File: src/rtl/key_debounce_scan.sv
// key_debounce_scan: 4-key active-low debouncer with auto-repeat; key_in raw buttons -> key_flag one-cycle pulse, key_value one-hot key held until next flag
module key_debounce_scan #(
  parameter int DEBOUNCE_CYC = 2000000,
  parameter int REPEAT_DLY = 50000000,
  parameter int REPEAT_PER = 10000000,
  parameter int REPEAT_EN = 1
) (
  input  logic       clk,
  input  logic       rst,
  input  logic [3:0] key_in,
  output logic       key_flag,
  output logic [3:0] key_value
);
  localparam int MAX_A = DEBOUNCE_CYC > REPEAT_DLY ? DEBOUNCE_CYC : REPEAT_DLY;
  localparam int MAX_P = MAX_A > REPEAT_PER ? MAX_A : REPEAT_PER;
  localparam int W = $clog2(MAX_P);
  typedef enum logic [1:0] {IDLE, DEB_PRESS, HELD, DEB_REL} state_t;
  state_t state;
  logic [3:0] s1, s2, p, cand;
  logic [W-1:0] dcnt, rcnt, thr;
  logic rep, one_hot;
  function automatic logic [W-1:0] inc(input logic [W-1:0] v);
    return (&v) ? v : v + W'(1);
  endfunction
  assign p = ~s2;
  assign one_hot = (cand != 4'd0) && ((cand & (cand - 4'd1)) == 4'd0);
  assign thr = rep ? W'(REPEAT_PER - 1) : W'(REPEAT_DLY - 1);
  always_ff @(posedge clk) begin
    if (rst) begin
      s1 <= 4'hf;
      s2 <= 4'hf;
      state <= IDLE;
      cand <= 4'd0;
      dcnt <= '0;
      rcnt <= '0;
      rep <= 1'b0;
      key_flag <= 1'b0;
      key_value <= 4'd0;
    end else begin
      s1 <= key_in;
      s2 <= s1;
      key_flag <= 1'b0;
      case (state)
        IDLE: if (p != 4'd0) begin
          cand <= p;
          dcnt <= '0;
          state <= DEB_PRESS;
        end
        DEB_PRESS: if (p == 4'd0) state <= IDLE;
        else if (p != cand) begin
          cand <= p;
          dcnt <= '0;
        end else if (dcnt == W'(DEBOUNCE_CYC - 1)) begin
          state <= HELD;
          rcnt <= '0;
          rep <= 1'b0;
          if (one_hot) begin
            key_flag <= 1'b1;
            key_value <= cand;
          end
        end else dcnt <= inc(dcnt);
        HELD: if (p != cand) begin
          dcnt <= '0;
          state <= DEB_REL;
        end else if (REPEAT_EN != 0 && one_hot && rcnt == thr) begin
          key_flag <= 1'b1;
          rcnt <= '0;
          rep <= 1'b1;
        end else rcnt <= inc(rcnt);
        DEB_REL: if (p == cand) state <= HELD;
        else if (p != 4'd0) dcnt <= '0;
        else if (dcnt == W'(DEBOUNCE_CYC - 1)) state <= IDLE;
        else dcnt <= inc(dcnt);
        default: state <= IDLE;
      endcase
    end
  end
endmodule

File: config.mk
export PLATFORM = sky130hd
export DESIGN_NAME = key_debounce_scan
export DESIGN_NICKNAME = d
export VERILOG_FILES = /design/src/rtl/key_debounce_scan.sv
export SDC_FILE = /design/constraint.sdc
export NUM_CORES = 1
export LEC_CHECK = 0
export BUFFER_PORTS_ARGS = -buffer_cell sky130_fd_sc_hd__buf_2
export CAP_MARGIN = 20
export CORE_AREA = 3 3 122 77
export DETAILED_ROUTE_END_ITERATION = 10
export DIE_AREA = 0 0 125 80
export PLACE_DENSITY = 0.73
export SLEW_MARGIN = 20
export SYNTH_ARGS = -nofsm -noshare
export SYNTH_HDL_FRONTEND = slang
export SYNTH_SLANG_ARGS = --single-unit
File: constraint.sdc
create_clock -name clk -period 3.1 [get_ports clk]
set_input_delay 0.155 -clock clk [delete_from_list [all_inputs] [get_ports clk]]
set_output_delay 0.155 -clock clk [all_outputs]
set_load 0.02 [all_outputs]
Word level (Yosys, flattened, before mapping):

Index checks and enable logic that the tools add are counted.

* output and inout bits: 5
* register bits: 72
* logic and storage cells: 97
* input bits: 6

* $add $sub $neg: 3
* reduce and logical (&&, ||, !) cells: 17
* bitwise operators: 4
* muxes and demuxes: 43
* equality and inequality tests: 21

Operators by type and width (count)
* $mux W26: 15
* $pmux W26 S4: 1
* $add A26 B1 Y26 const B: 2
* $pmux W26 S2: 1
* $reduce_and A26 Y1: 2
* $eq A26 B21 Y1 const B: 1
* $eq A26 B26 Y1: 1
* $ne A2 B2 Y1 const B: 9
* $reduce_and A6 Y1: 3
* $mux W2: 8
* $ne A3 B3 Y1 const B: 5
* $mux W4: 3
* $mux W1: 11
* $logic_not A4 Y1: 2
* $pmux W2 S4: 1
* $pmux W4 S2: 1
* $reduce_and A4 Y1: 2
* $reduce_bool A4 Y1: 2
* $reduce_and A5 Y1: 1
* $and A4 B4 Y4: 1
* $eq A2 B2 Y1 const B: 2
* $eq A4 B4 Y1: 1
* $ne A4 B4 Y1: 1
* $not A4 Y4: 1
* 7 further kinds: 11

Logic depth before layout (Yosys ltp):

Gate-level depths: netlist of the first run.

* word-level depth: 9
* gate-level depth with buffers: 11
* depth with buffers taken out: 8

Least setup slack after synthesis of the first run:

No wires, ideal clock.

* path type: reg-to-reg
* start point: register dcnt[0]
* end point: register dcnt[8]
* data required time: 3.040 ns
* clock period less this slack: 2.371 ns
* data arrival time: 2.311 ns
* library setup time: 0.060 ns
* stages on the path, launching flop included: 11
* buffers on the path: 3
* slack: 0.729 ns
* cells stage by stage: dfxtp_1 > ha_1 > inv_1 > or3_1 > clkbuf_1 > nor4_4 > or3_1 > buf_4 > buf_8 > or4_2 > nand2_1

* longest elaborated chain between the ends: 6
* elaborated cells between the ends (all ways): 10
* classes of those cells: 1 x add/sub; 1 x eq/ne; 7 x mux; 1 x reduce/logical

RTL lines
* from (decl): RTL line 20 `logic [W-1:0] dcnt, rcnt, thr;`
* from (signal assigned): RTL line 61 `end else dcnt <= inc(dcnt);`
* from (signal assigned): RTL line 73 `else dcnt <= inc(dcnt);`
* $add A26 B1 Y26 / $reduce_and A26 Y1 (equally long branches): RTL line 23 `return (&v) ? v : v + W'(1);`
* $mux W26: RTL line 23
* $mux W26 (*): RTL line 53, 72
* $mux W26, on equally long branches: RTL line 71, 50
* $mux W26, on equally long branches: RTL line 70, 49
* $pmux W26 S4 (*): RTL line 43 `case (state)`

Mark *: on every way between the ends. The rest lies on a longest branch, timed or not. The select of a mux whose other input is x is not followed.
A chain may end at the register's enable or synchronous reset.

Worst setup path after layout of the first run:

* start point: register dcnt[12]
* end point: register rcnt[15]

* longest elaborated chain between the ends: 3

RTL lines
* $eq A26 B21 Y1: RTL line 53 `end else if (dcnt == W'(DEBOUNCE_CYC - 1)) begin`
* $ne A2 B2 Y1 (no line)
* $reduce_and A6 Y1 (no line)
* to (signal assigned): RTL line 69 `end else rcnt <= inc(rcnt);`
* to (decl): RTL line 20

Every way passes these cells.

==> impl_metrics.csv, run 1 <==
group,metric,value,unit
global_routing,grt_usage,0.2147,
drt,vias,3893,
die,core,0.008393,mm²
drt,wirelength,10450,µm
timing,worst_slack,0.3525,ns
drt,drtAntennaViolNets,0,
logic_synthesis,synth_area_per_cell,8.208,µm²
timing,clock_skew,0.008845,ns
placement,numPortBuffers,10,
critical_path,critPathCaptureType,"flip-flop",
logic_synthesis,ys_warn_count,0,
logic_synthesis,yosysSeqAreaShare,0.3682,
outcome,status,"complete, no violations",
power_and_ir_drop,p_leak,1.457,nW
cts,clkLatencyLatePin,0.34,ns
cells_and_area,nets,505,
drt,viasPerCell,6.382,
timing,relSlewSlack,0.4076,
global_routing,antenna_found_initial,0,
logic_synthesis,synthCells,477,
critical_path,worstSetupPathType,"flip-flop to flip-flop",
placement,gp_congestion,0.9649,
cts,clk_path_buf_depth,2,
logic_synthesis,yosys.area.top_type,"dfxtp_1",
die,design.die.area,0.01000,mm²
cts,cts_buffers,9,
global_routing,grt_pass1_vias,3515,
worst_hold_path,hp-class,"input pin to flip-flop",
cts,cts_tree,"done",
cts,htreeDepth,3,
timing,worst_pin_slew,0.8833,ns
logic_synthesis,synthArstFlopShare,0,
timing,timing.final.crit_share,0.8863,
critical_path,startpoint_type,"flip-flop",
placement,place_ws,0.1484,ns
die,rows,26,
timing,tns,0,ns
global_routing,grt_first_pass_wirelength,17550,µm
critical_path,rrSetupSlack,0.35,ns
cells_and_area,layout-drive-gt1-share,0.1225,
cts,clock_sinks,72,
critical_path,path_max_fanout,16,
timing,finalSetupViolCount,0,
placement,dp_cells,593,
drt,route.met2.wl,4118,µm
timing,finalHoldViolCount,0,
cts,path_clk_slew,0.06,ns
run,maxCapViolCount,0,
logic_synthesis,ys.flop_type,"dfxtp_1",
die,io_pins,11,
timing,max_freq,0.3640,GHz
logic_synthesis,synth_top_area_share,0.3682,
drt,drt-initial-drc-count,443,
logic_synthesis,yosys-top-cells-area,"dfxtp_1 37%, nand2_1 4.0%, a31oi_1 3.7%, nor2_1 3.6%, nand3_1 3.6%",
timing,slew_violations,0,
drt,wl_met3,1173,µm
logic_synthesis,synthesis.area,0.003915,mm²
cells_and_area,fin_cells,610,
timing,period_needed,2.748,ns
critical_path,worstPathArrival,3.02,ns
drt,highest_layer,"met4",
power_and_ir_drop,peakVddDrop,0.3227,mV
timing,rsz0062_at_grt,"no",
die,die_h,80,µm
critical_path,crit_required,3.37,ns
global_routing,grt_max_degree,31,
logic_synthesis,synthesis.nets,489,
drt,drc,0,
placement,place_hpwl,7485,µm
logic_synthesis,synth-seq-cells,72,
cells_and_area,finalInstanceArea,0.004408,mm²
drt,drt-met1-wl,5033,µm
die,die_w,125,µm
placement,place_area,0.004105,mm²
global_routing,grt_overflow,0,
logic_synthesis,synth_edf_count,0,
cells_and_area,area.growth.synth_to_final,12.59,%
drt,wl_per_cell,17.13,µm
die,start_util,0.4665,
power_and_ir_drop,p_per_area,520.9,mW/mm²
drt,drtPass1Iterations,5,
cells_and_area,antennaDiodeCount,0,
cts,root_buffer,"clkbuf_16",
cts,post_cts.repair.setup_buffers,0,
logic_synthesis,synth_cell_types,63,
-- path summary, 6_finish.rpt --
| check | start | to | cells past startpoint |
|---|---|---|---|
| worst max-delay path | dcnt[12]$_SDFFE_PP0P_ | rcnt[15]$_SDFFE_PP0P_ | 6 |
| worst min-delay path | key_in[1] | s1[1]$_SDFF_PP1_ | 2 |
| worst min register to register | s1[2]$_SDFF_PP1_ | s2[2]$_SDFF_PP1_ | 1 |
| worst max register to register | dcnt[12]$_SDFFE_PP0P_ | rcnt[15]$_SDFFE_PP0P_ | 6 |
-- per-layer routing --
layer	vias to the layer above	global-route usage
met3	15	0.08757
met1	1813	0.3050
met5	-	0
met4	0	0.05519
met2	201	0.2980
li1	1864	-
-- layout by cell type (no fill, tap or decap), types with 3 or more instances in the layout --
cell type and instances:
nand2b_1 8, o21ai_0 17, o31ai_1 6, xor2_1 5
nand4_1 21, xnor2_1 6, buf_2 10, mux2i_1 6
nor2_1 38, and2_1 3, a21oi_1 27, clkinv_2 3
nand2_1 42, nand3b_1 3, a211oi_1 7, dfxtp_1 72
a31oi_1 23, nor3_1 14, buf_4 14, inv_1 11
and3_1 11, nand4b_1 3, ha_1 6, and4_1 7
nand3_1 28, o21ai_1 3, or4_1 8, or2_2 10
a22oi_1 4, nor4_1 15, clkbuf_16 9, or3_1 8
o41ai_1 5, o211ai_1 6
-- repair_timing --
action,in CTS,in global routing
setup endpoints to repair,0,4
endpoints found under the hold margin,1,0
hold buffers,1,0
resized for setup,0,1
-- worst max-delay path, stage by stage, from the launching register on --
cell and delay (ns):
dfxtp_1 0.36, nor4_1 0.41, nand4_1 0.25, o41a_1 0.54
o21ba_1 0.42, or4_1 0.55, a21oi_1 0.15
-- flip-flops by register name, summed over array words and instances, names as in the netlist --
| register | flops |
|---|---|
| key_value | 4 |
| cand | 4 |
| dcnt | 26 |
| key_flag | 1 |
| s1 | 4 |
| rep | 1 |
| state | 2 |
| rcnt | 26 |
| s2 | 4 |
-- synthesized netlist by cell type (3+ instances only) --
cell type / number
nor4_1: 15
or4_1: 8
mux2i_1: 6
a22oi_1: 4
nand2b_1: 8
nand2_1: 42
clkbuf_1: 13
and3_1: 11
o21ai_0: 17
nor2_1: 38
o211ai_1: 6
dfxtp_1: 72
buf_2: 4
and4_1: 7
nand4_1: 21
nand3_1: 28
inv_1: 11
nand4b_1: 3
a211oi_1: 7
o31ai_1: 6
nor3_1: 14
a311oi_1: 3
xnor2_1: 6
or3_1: 8
o41ai_1: 5
a21oi_1: 27
a31oi_1: 23
and2_1: 3
nand3b_1: 3
ha_1: 6
xor2_1: 5
o21ai_1: 3
or2_2: 10
-- area by class of cell --
cell class / instances / area, µm²
fill: 772 / 3985
multi-input combinational: 374 / 2331
sequential: 72 / 1441
clock buffer: 10 / 229.0
timing repair buffer: 25 / 165.2
tap: 112 / 140.1
clock inverter: 6 / 60.06
inverter: 11 / 41.29
-- logic make-up after synthesis --
family,Yosys count,synth area share
adder cells (fa/ha/maj),6,0.01917
AND/OR/NAND/NOR,234,0.3381
buffers and inverters,31,0.03899
AO/OA/AOI/OAI,117,0.1956
XOR/XNOR,11,0.02461
multiplexers,6,0.01534
flip-flops,72,0.3682
-- stage by stage --
step,utilization,power (mW),hold WS [ns]
3_5_place_dp,0.4891,1.294,0.3452
5_1_grt,0.5252,2.385,0.007395
2_1_floorplan,-,1.218,0.2588
6_report,0.5252,2.296,0.002265
3_3_place_gp,0.4891,1.287,0.3374
4_1_cts,0.5247,2.303,0.001834
-- where the power goes --
part,switching [mW],internal (mW),leakage (nW)
registers,0.0264,0.948,0.583
logic,0.204,0.105,0.736
clock network,0.394,0.618,0.138
total,0.625,1.67,1.46
Note: power is estimated with default switching activity, not from simulation.
==> run 2: changes to the inputs <==
==> constraint.sdc (replaced) <==
create_clock -name clk -period 3.1 [get_ports clk]
set_input_delay 0.31 -clock clk [delete_from_list [all_inputs] [get_ports clk]]
set_output_delay 0.31 -clock clk [all_outputs]
set_load 0.02 [all_outputs]
==> run 2 against run 1 <==
Against the previous run: first-iteration DRC count fell by 1.4%; combinational power about the same; largest power group unchanged; register-to-register slack better by 0.03 ns; sequential cell count stayed put; non-clock buffer count fell by 1; total power about the same; core utilization shrank 0.12 points; via count shrank 0.67%; die area did not move; final cell count shrank 0.16%.
==> impl_metrics.csv, run 2 (synthesis results as in run 1) <==
group,metric,value,unit
timing,finalHoldViolCount,0,
timing,whs,0.1556,ns
timing,rsz0062_at_grt,"no",
drt,wirelength,10390,µm
critical_path,worstSetupPathType,"flip-flop to flip-flop",
global_routing,grt_overflow,0,
cts,cts_tree,"done",
die,die_w,125,µm
timing,worst_pin_slew,0.8834,ns
placement,place_area,0.004105,mm²
die,core,0.008393,mm²
global_routing,antenna_found_initial,0,
critical_path,r2r_start,"dcnt[12]$_SDFFE_PP0P_",
timing,relSlewSlack,0.4111,
cts,cts_resized,0,
drt,drtPass1Iterations,5,
timing,period_needed,2.717,ns
timing,slew_violations,0,
critical_path,worstPathCellList,"nor4_1 -> nand4_1 -> o41a_1 -> o21ba_1 -> or4_1 -> a21oi_1",
outcome,status,"complete, no violations",
critical_path,endpoint,"rcnt[15]$_SDFFE_PP0P_",
critical_path,worstPathArrival,2.99,ns
critical_path,reg2reg_depth,6,
die,rows,26,
cells_and_area,final_core_util,0.5240,
cells_and_area,multi_input_area,0.002331,mm²
timing,max_freq,0.3680,GHz
critical_path,max_stage_delay,0.55,ns
critical_path,startpoint_type,"flip-flop",
cts,root_buffer,"clkbuf_16",
cts,cts_buffers,9,
cells_and_area,area.growth.synth_to_final,12.34,%
die,io_pins,11,
die,start_util,0.4665,
critical_path,crit_start,"dcnt[12]$_SDFFE_PP0P_",
global_routing,grt_first_pass_wirelength,17530,µm
critical_path,critPathCaptureType,"flip-flop",
placement,place_hpwl,7485,µm
cts,path_clk_slew,0.06,ns
die,design.die.area,0.01000,mm²
drt,viasPerCell,6.350,
cts,post_cts.repair.setup_buffers,0,
cells_and_area,finalInstanceArea,0.004398,mm²
placement,numPortBuffers,10,
critical_path,slowest_stage,"or4_1",
cells_and_area,layout_common_cells,"72 x dfxtp_1, 42 x nand2_1, 38 x nor2_1",
power_and_ir_drop,p_leak,1.453,nW
critical_path,crit_required,3.37,ns
cells_and_area,layout_commonest_cell,"dfxtp_1",
die,die_h,80,µm
run,maxCapViolCount,0,
critical_path,timing.rr.end,"rcnt[15]$_SDFFE_PP0P_",
timing,tns,0,ns
power_and_ir_drop,total_power,2.294,mW
critical_path,path_max_fanout,16,
drt,drc,0,
cells_and_area,nets,504,
critical_path,rrSetupSlack,0.38,ns
power_and_ir_drop,p_per_area,521.7,mW/mm²
cts,clock_sinks,72,
worst_hold_path,hp-class,"input pin to flip-flop",
timing,clock_skew,0.009046,ns
global_routing,grt_pass1_vias,3506,
cts,htreeDepth,3,
cts,clk_path_buf_depth,2,
drt,wl_per_cell,17.06,µm
cells_and_area,layout-drive-gt1-share,0.1227,
global_routing,grt_usage,0.2145,
cts,clkLatencyLatePin,0.34,ns
timing,finalSetupViolCount,0,
drt,drtAntennaViolNets,0,
drt,drt-initial-drc-count,437,
cells_and_area,regArea,0.001441,mm²
drt,vias,3867,
power_and_ir_drop,peakVddDrop,0.3223,mV
placement,gp_congestion,0.9649,
cts,ctsHoldBuffers,0,
global_routing,grt_max_degree,31,
cells_and_area,reg_top3,"dcnt x26, rcnt x26",
timing,timing.final.crit_share,0.8765,
cells_and_area,fillers,773,
cells_and_area,antennaDiodeCount,0,
run 2: changes by cell type in the layout (fill, tap and decap cells not counted):
cell | previous run | this run
dlygate4sd3_1 | 1 | 0
run 2: report_power, final:
| group | leakage (nW) | total (mW) | switching, mW | internal [mW] |
|---|---|---|---|---|
| Clock | 0.138 | 1.01 | 0.394 | 0.618 |
| Combinational | 0.731 | 0.309 | 0.204 | 0.105 |
| Sequential | 0.583 | 0.974 | 0.0263 | 0.948 |
| Total | 1.45 | 2.29 | 0.624 | 1.67 |
run 2: worst min path at each step:
stage / start / endpoint / depth (start not counted)
detailed placement: s1[0]$_SDFF_PP1_ / s2[0]$_SDFF_PP1_ / 1
floorplan: s1[0]$_SDFF_PP1_ / s2[0]$_SDFF_PP1_ / 1
global route: key_in[0] / s1[0]$_SDFF_PP1_ / 2
global placement: s1[1]$_SDFF_PP1_ / s2[1]$_SDFF_PP1_ / 1
finish: key_in[3] / s1[3]$_SDFF_PP1_ / 2
CTS: key_in[3] / s1[3]$_SDFF_PP1_ / 2
run 2: per-stage QoR:
step | std cells | worst slack [ns]
floorplan | 477 | 0.7291
global placement | 593 | 0.2882
detailed placement | 593 | 0.1484
CTS | 609 | 0.1406
global route | 609 | 0.1272
finish | 609 | 0.3829
run 2: layout make-up:
| class | count | share of cell area |
|---|---|---|
| Multi-Input combinational cell | 374 | 0.5300 |
| Inverter | 11 | 0.009388 |
| Tap cell | 112 | 0.03186 |
| Clock buffer | 10 | 0.05206 |
| Clock inverter | 6 | 0.01366 |
| Sequential cell | 72 | 0.3277 |
| Timing Repair Buffer | 24 | 0.03528 |
run 2: worst max-delay path: cells and delay by family, from the launching register on:
family,cells,cell delay [ns]
simple gates,3,1.19
compound gates,3,1.11
flops,1,0.35
run 2: layer usage:
layer	track usage	part of all wire
met5	0	0
met4	0.05519	0.012
met3	0.08757	0.11
met2	0.2969	0.39
met1	0.3054	0.49
==> run 3: changes to the inputs <==
--- a/config.mk
+++ b/config.mk
@@ -5,12 +5,15 @@
 export SDC_FILE = /design/constraint.sdc
 export NUM_CORES = 1
 export LEC_CHECK = 0
+export ABC_AREA = 1
 export BUFFER_PORTS_ARGS = -buffer_cell sky130_fd_sc_hd__buf_2
 export CAP_MARGIN = 20
-export CORE_AREA = 3 3 122 77
+export CELL_PAD_IN_SITES_DETAIL_PLACEMENT = 2
+export CELL_PAD_IN_SITES_GLOBAL_PLACEMENT = 2
+export CORE_AREA = 3 3 163 102
 export DETAILED_ROUTE_END_ITERATION = 10
-export DIE_AREA = 0 0 125 80
-export PLACE_DENSITY = 0.73
+export DIE_AREA = 0 0 166 105
+export PLACE_DENSITY = 0.89
 export SLEW_MARGIN = 20
 export SYNTH_ARGS = -nofsm -noshare
 export SYNTH_HDL_FRONTEND = slang
==> run 3 against run 2 <==
Against the previous run: worst setup slack improved by 0.038 ns; final cell count increased by 75%; total power increased by 71%; sequential share of layout area decreased by 7.2 points; sequential cell count unchanged; count of clock-buffer cells in the layout unchanged; critical endpoint is now rcnt[8]$_SDFFE_PP0P_; critical path type unchanged; largest cell class unchanged; maximum frequency increased by 1.4%; global-route usage increased by 5.2 points; clock skew increased by 0.0029 ns; critical path depth increased by 7.
==> impl_metrics.csv, run 3 <==
group,metric,value,unit
outcome,status,"complete, no violations",
logic_synthesis,synth_top_area_share,0.2816,
timing,worst_pin_slew,0.6561,ns
cells_and_area,layout-drive-gt1-share,0.1299,
timing,clock_skew,0.01197,ns
cts,root_buffer,"clkbuf_16",
drt,viasPerCell,5.379,
timing,relSlewSlack,0.5613,
drt,vias,5729,
timing,rsz0062_at_grt,"no",
power_and_ir_drop,internal_power,2.045,mW
placement,place_ws,0.5846,ns
logic_synthesis,synth_compound_area_frac,0.07138,
worst_hold_path,hp-class,"input pin to flip-flop",
timing,worst_slack,0.4214,ns
timing,finalSetupViolCount,0,
power_and_ir_drop,power_frac_comb,0.434,
global_routing,gr-usage-met1,0.3725,
logic_synthesis,synth-seq-cells,72,
critical_path,path_max_fanout,17,
logic_synthesis,yosys-top-cells-area,"dfxtp_1 28%, nand2_1 20%, nor2_1 9.8%, inv_1 6.7%, nand3_1 6.6%",
logic_synthesis,synthXorXnorAreaFrac,0.01882,
cells_and_area,regArea,0.001441,mm²
drt,drc,0,
logic_synthesis,synthCells,847,
cts,clock_sinks,72,
power_and_ir_drop,p_per_area,696.5,mW/mm²
cts,cts_buffers,9,
placement,gp_congestion,0.9211,
die,design.die.area,0.01743,mm²
logic_synthesis,synth_top_family_by_area,"simple AND/OR/NAND/NOR gates",
cells_and_area,nets,869,
die,io_pins,11,
cells_and_area,fin_cells,1065,
timing,finalHoldViolCount,0,
critical_path,crit_top_cell,"nand2_1",
placement,dp_cells,1049,
logic_synthesis,synth_edf_count,0,
logic_synthesis,synth_adder_area_share,0.01467,
global_routing,grt_overflow,0,
die,die_w,166,µm
drt,drt-initial-drc-count,354,
logic_synthesis,synthArstFlopShare,0,
logic_synthesis,yosys-top-cells-count,"270 x nand2_1, 133 x nor2_1, 92 x inv_1",
critical_path,crit_family,"simple AND/OR/NAND/NOR gates",
power_and_ir_drop,total_power,3.927,mW
drt,wl_per_cell,21.11,µm
cells_and_area,multi_input_area,0.003128,mm²
power_and_ir_drop,p_sw,1.881,mW
global_routing,grt_usage,0.2664,
global_routing,grt_pass1_vias,6350,
logic_synthesis,synth_area_per_cell,6.043,µm²
critical_path,startpoint_type,"flip-flop",
global_routing,met3_usage,0.05293,
critical_path,worstPathArrival,2.92,ns
global_routing,busiest_layer,"met2",
logic_synthesis,muxShareOfSynthArea,0,
timing,whs,0.1308,ns
power_and_ir_drop,seqPwrFrac,0.297,
power_and_ir_drop,p_clk_frac,0.269,
global_routing,met2_usage,0.4176,
cells_and_area,fillers,1897,
cts,cts_tree,"done",
global_routing,antenna_found_initial,0,
timing,tns,0,ns
critical_path,crit_buf_inv,2,
critical_path,critPathCaptureType,"flip-flop",
critical_path,crit_required,3.34,ns
cells_and_area,final_core_util,0.3710,
timing,slew_violations,0,
drt,wirelength,22490,µm
logic_synthesis,synth_cell_types,42,
power_and_ir_drop,switching_share,0.4791,
timing,timing.final.crit_share,0.8641,
critical_path,worstPathCellList,"ha_1 -> nand3_1 -> inv_1 -> nand2_1 -> nor2_2 -> nand2_1 -> nand2_1 -> nand2_2 -> nand3_4 -> buf_4 -> nand2_1 -> nand2_1 -> a21oi_2",
cts,htreeDepth,3,
logic_synthesis,yosysSeqAreaShare,0.2816,
cts,clk_path_buf_depth,2,
drt,drtAntennaViolNets,0,
die,core,0.01520,mm²
critical_path,worstSetupPathType,"flip-flop to flip-flop",
cts,clkLatencyLatePin,0.36,ns
cells_and_area,layout_commonest_cell,"nand2_1",
global_routing,grt_max_degree,22,
die,rows,35,
logic_synthesis,yosys.area.top_type,"dfxtp_1",
placement,numPortBuffers,10,
cts,path_clk_slew,0.07,ns
timing,period_needed,2.679,ns
cts,cts_resized,0,
global_routing,grt_first_pass_wirelength,36730,µm
placement,place_hpwl,16030,µm
cells_and_area,reg_top3,"dcnt x26, rcnt x26",
placement,place_area,0.005349,mm²
cells_and_area,layout_common_cells,"270 x nand2_1, 133 x nor2_1, 92 x inv_1",
cts,ctsHoldBuffers,0,
logic_synthesis,ys_warn_count,0,
critical_path,slowest_stage,"dfxtp_1",
cts,post_cts.repair.setup_buffers,0,
logic_synthesis,synth-simple-area-share,0.5062,
cells_and_area,antennaDiodeCount,0,
logic_synthesis,synthesis.nets,859,
logic_synthesis,synthesis.area,0.005119,mm²
cells_and_area,finalInstanceArea,0.005638,mm²
logic_synthesis,ys.flop_type,"dfxtp_1",
timing,max_freq,0.3733,GHz
drt,drtPass1Iterations,4,
die,start_util,0.3368,
cells_and_area,area.growth.synth_to_final,10.14,%
run,maxCapViolCount,0,
die,die_h,105,µm
power_and_ir_drop,peakVddDrop,0.4314,mV
critical_path,max_stage_delay,0.48,ns
logic_synthesis,synth_most_common_cell,"nand2_1",
power_and_ir_drop,p_leak,2.396,nW
## run 3: changes by cell type after synthesis, sizes merged, moves of 8 or more
cell	delta
inv	+92
nand2b	-8
nand3	+41
or3	-8
nor4	-15
or4	-9
nor2	+110
a31oi	-22
nand2	+248
and3	-10
## run 3: worst paths after layout
path,to,from,slack (ns),cells past startpoint
min,s1[3]$_SDFF_PP1_,key_in[3],0.13,2
max reg2reg,rcnt[8]$_SDFFE_PP0P_,rcnt[0]$_SDFFE_PP0P_,0.42,13
min reg2reg,s2[0]$_SDFF_PP1_,s1[0]$_SDFF_PP1_,0.43,1
max,rcnt[8]$_SDFFE_PP0P_,rcnt[0]$_SDFFE_PP0P_,0.42,13
## run 3: cell type report
type                       count  share of cell area
multi-input combinational    649              0.5548
sequential                    72              0.2557
inverter                     104             0.06968
timing repair buffer          21             0.02352
clock buffer                  10             0.04239
clock inverter                 6            0.008877
tap                          203             0.04505
## run 3: power groups by stage
stage	Combinational (mW)	Clock [mW]	Sequential, mW
after global routing	1.90	1.12	1.18
after floorplan	1.30	0	1.13
after detailed placement	1.63	0	1.18
after global placement	1.53	0	1.17
final	1.70	1.06	1.17
after CTS	1.68	1.07	1.16
## run 3: routing by layer
layer	share of wire	routed length, µm
met5	0	0
met4	0.020	439
met3	0.050	1134
met1	0.50	11130
met2	0.43	9781
## run 3: kinds of logic after synthesis
kind of cell	after synthesis
adder cells (fa/ha/maj)	6
flip-flops	72
buffers and inverters	126
AND/OR/NAND/NOR	576
XOR/XNOR	11
AO/OA/AOI/OAI	56
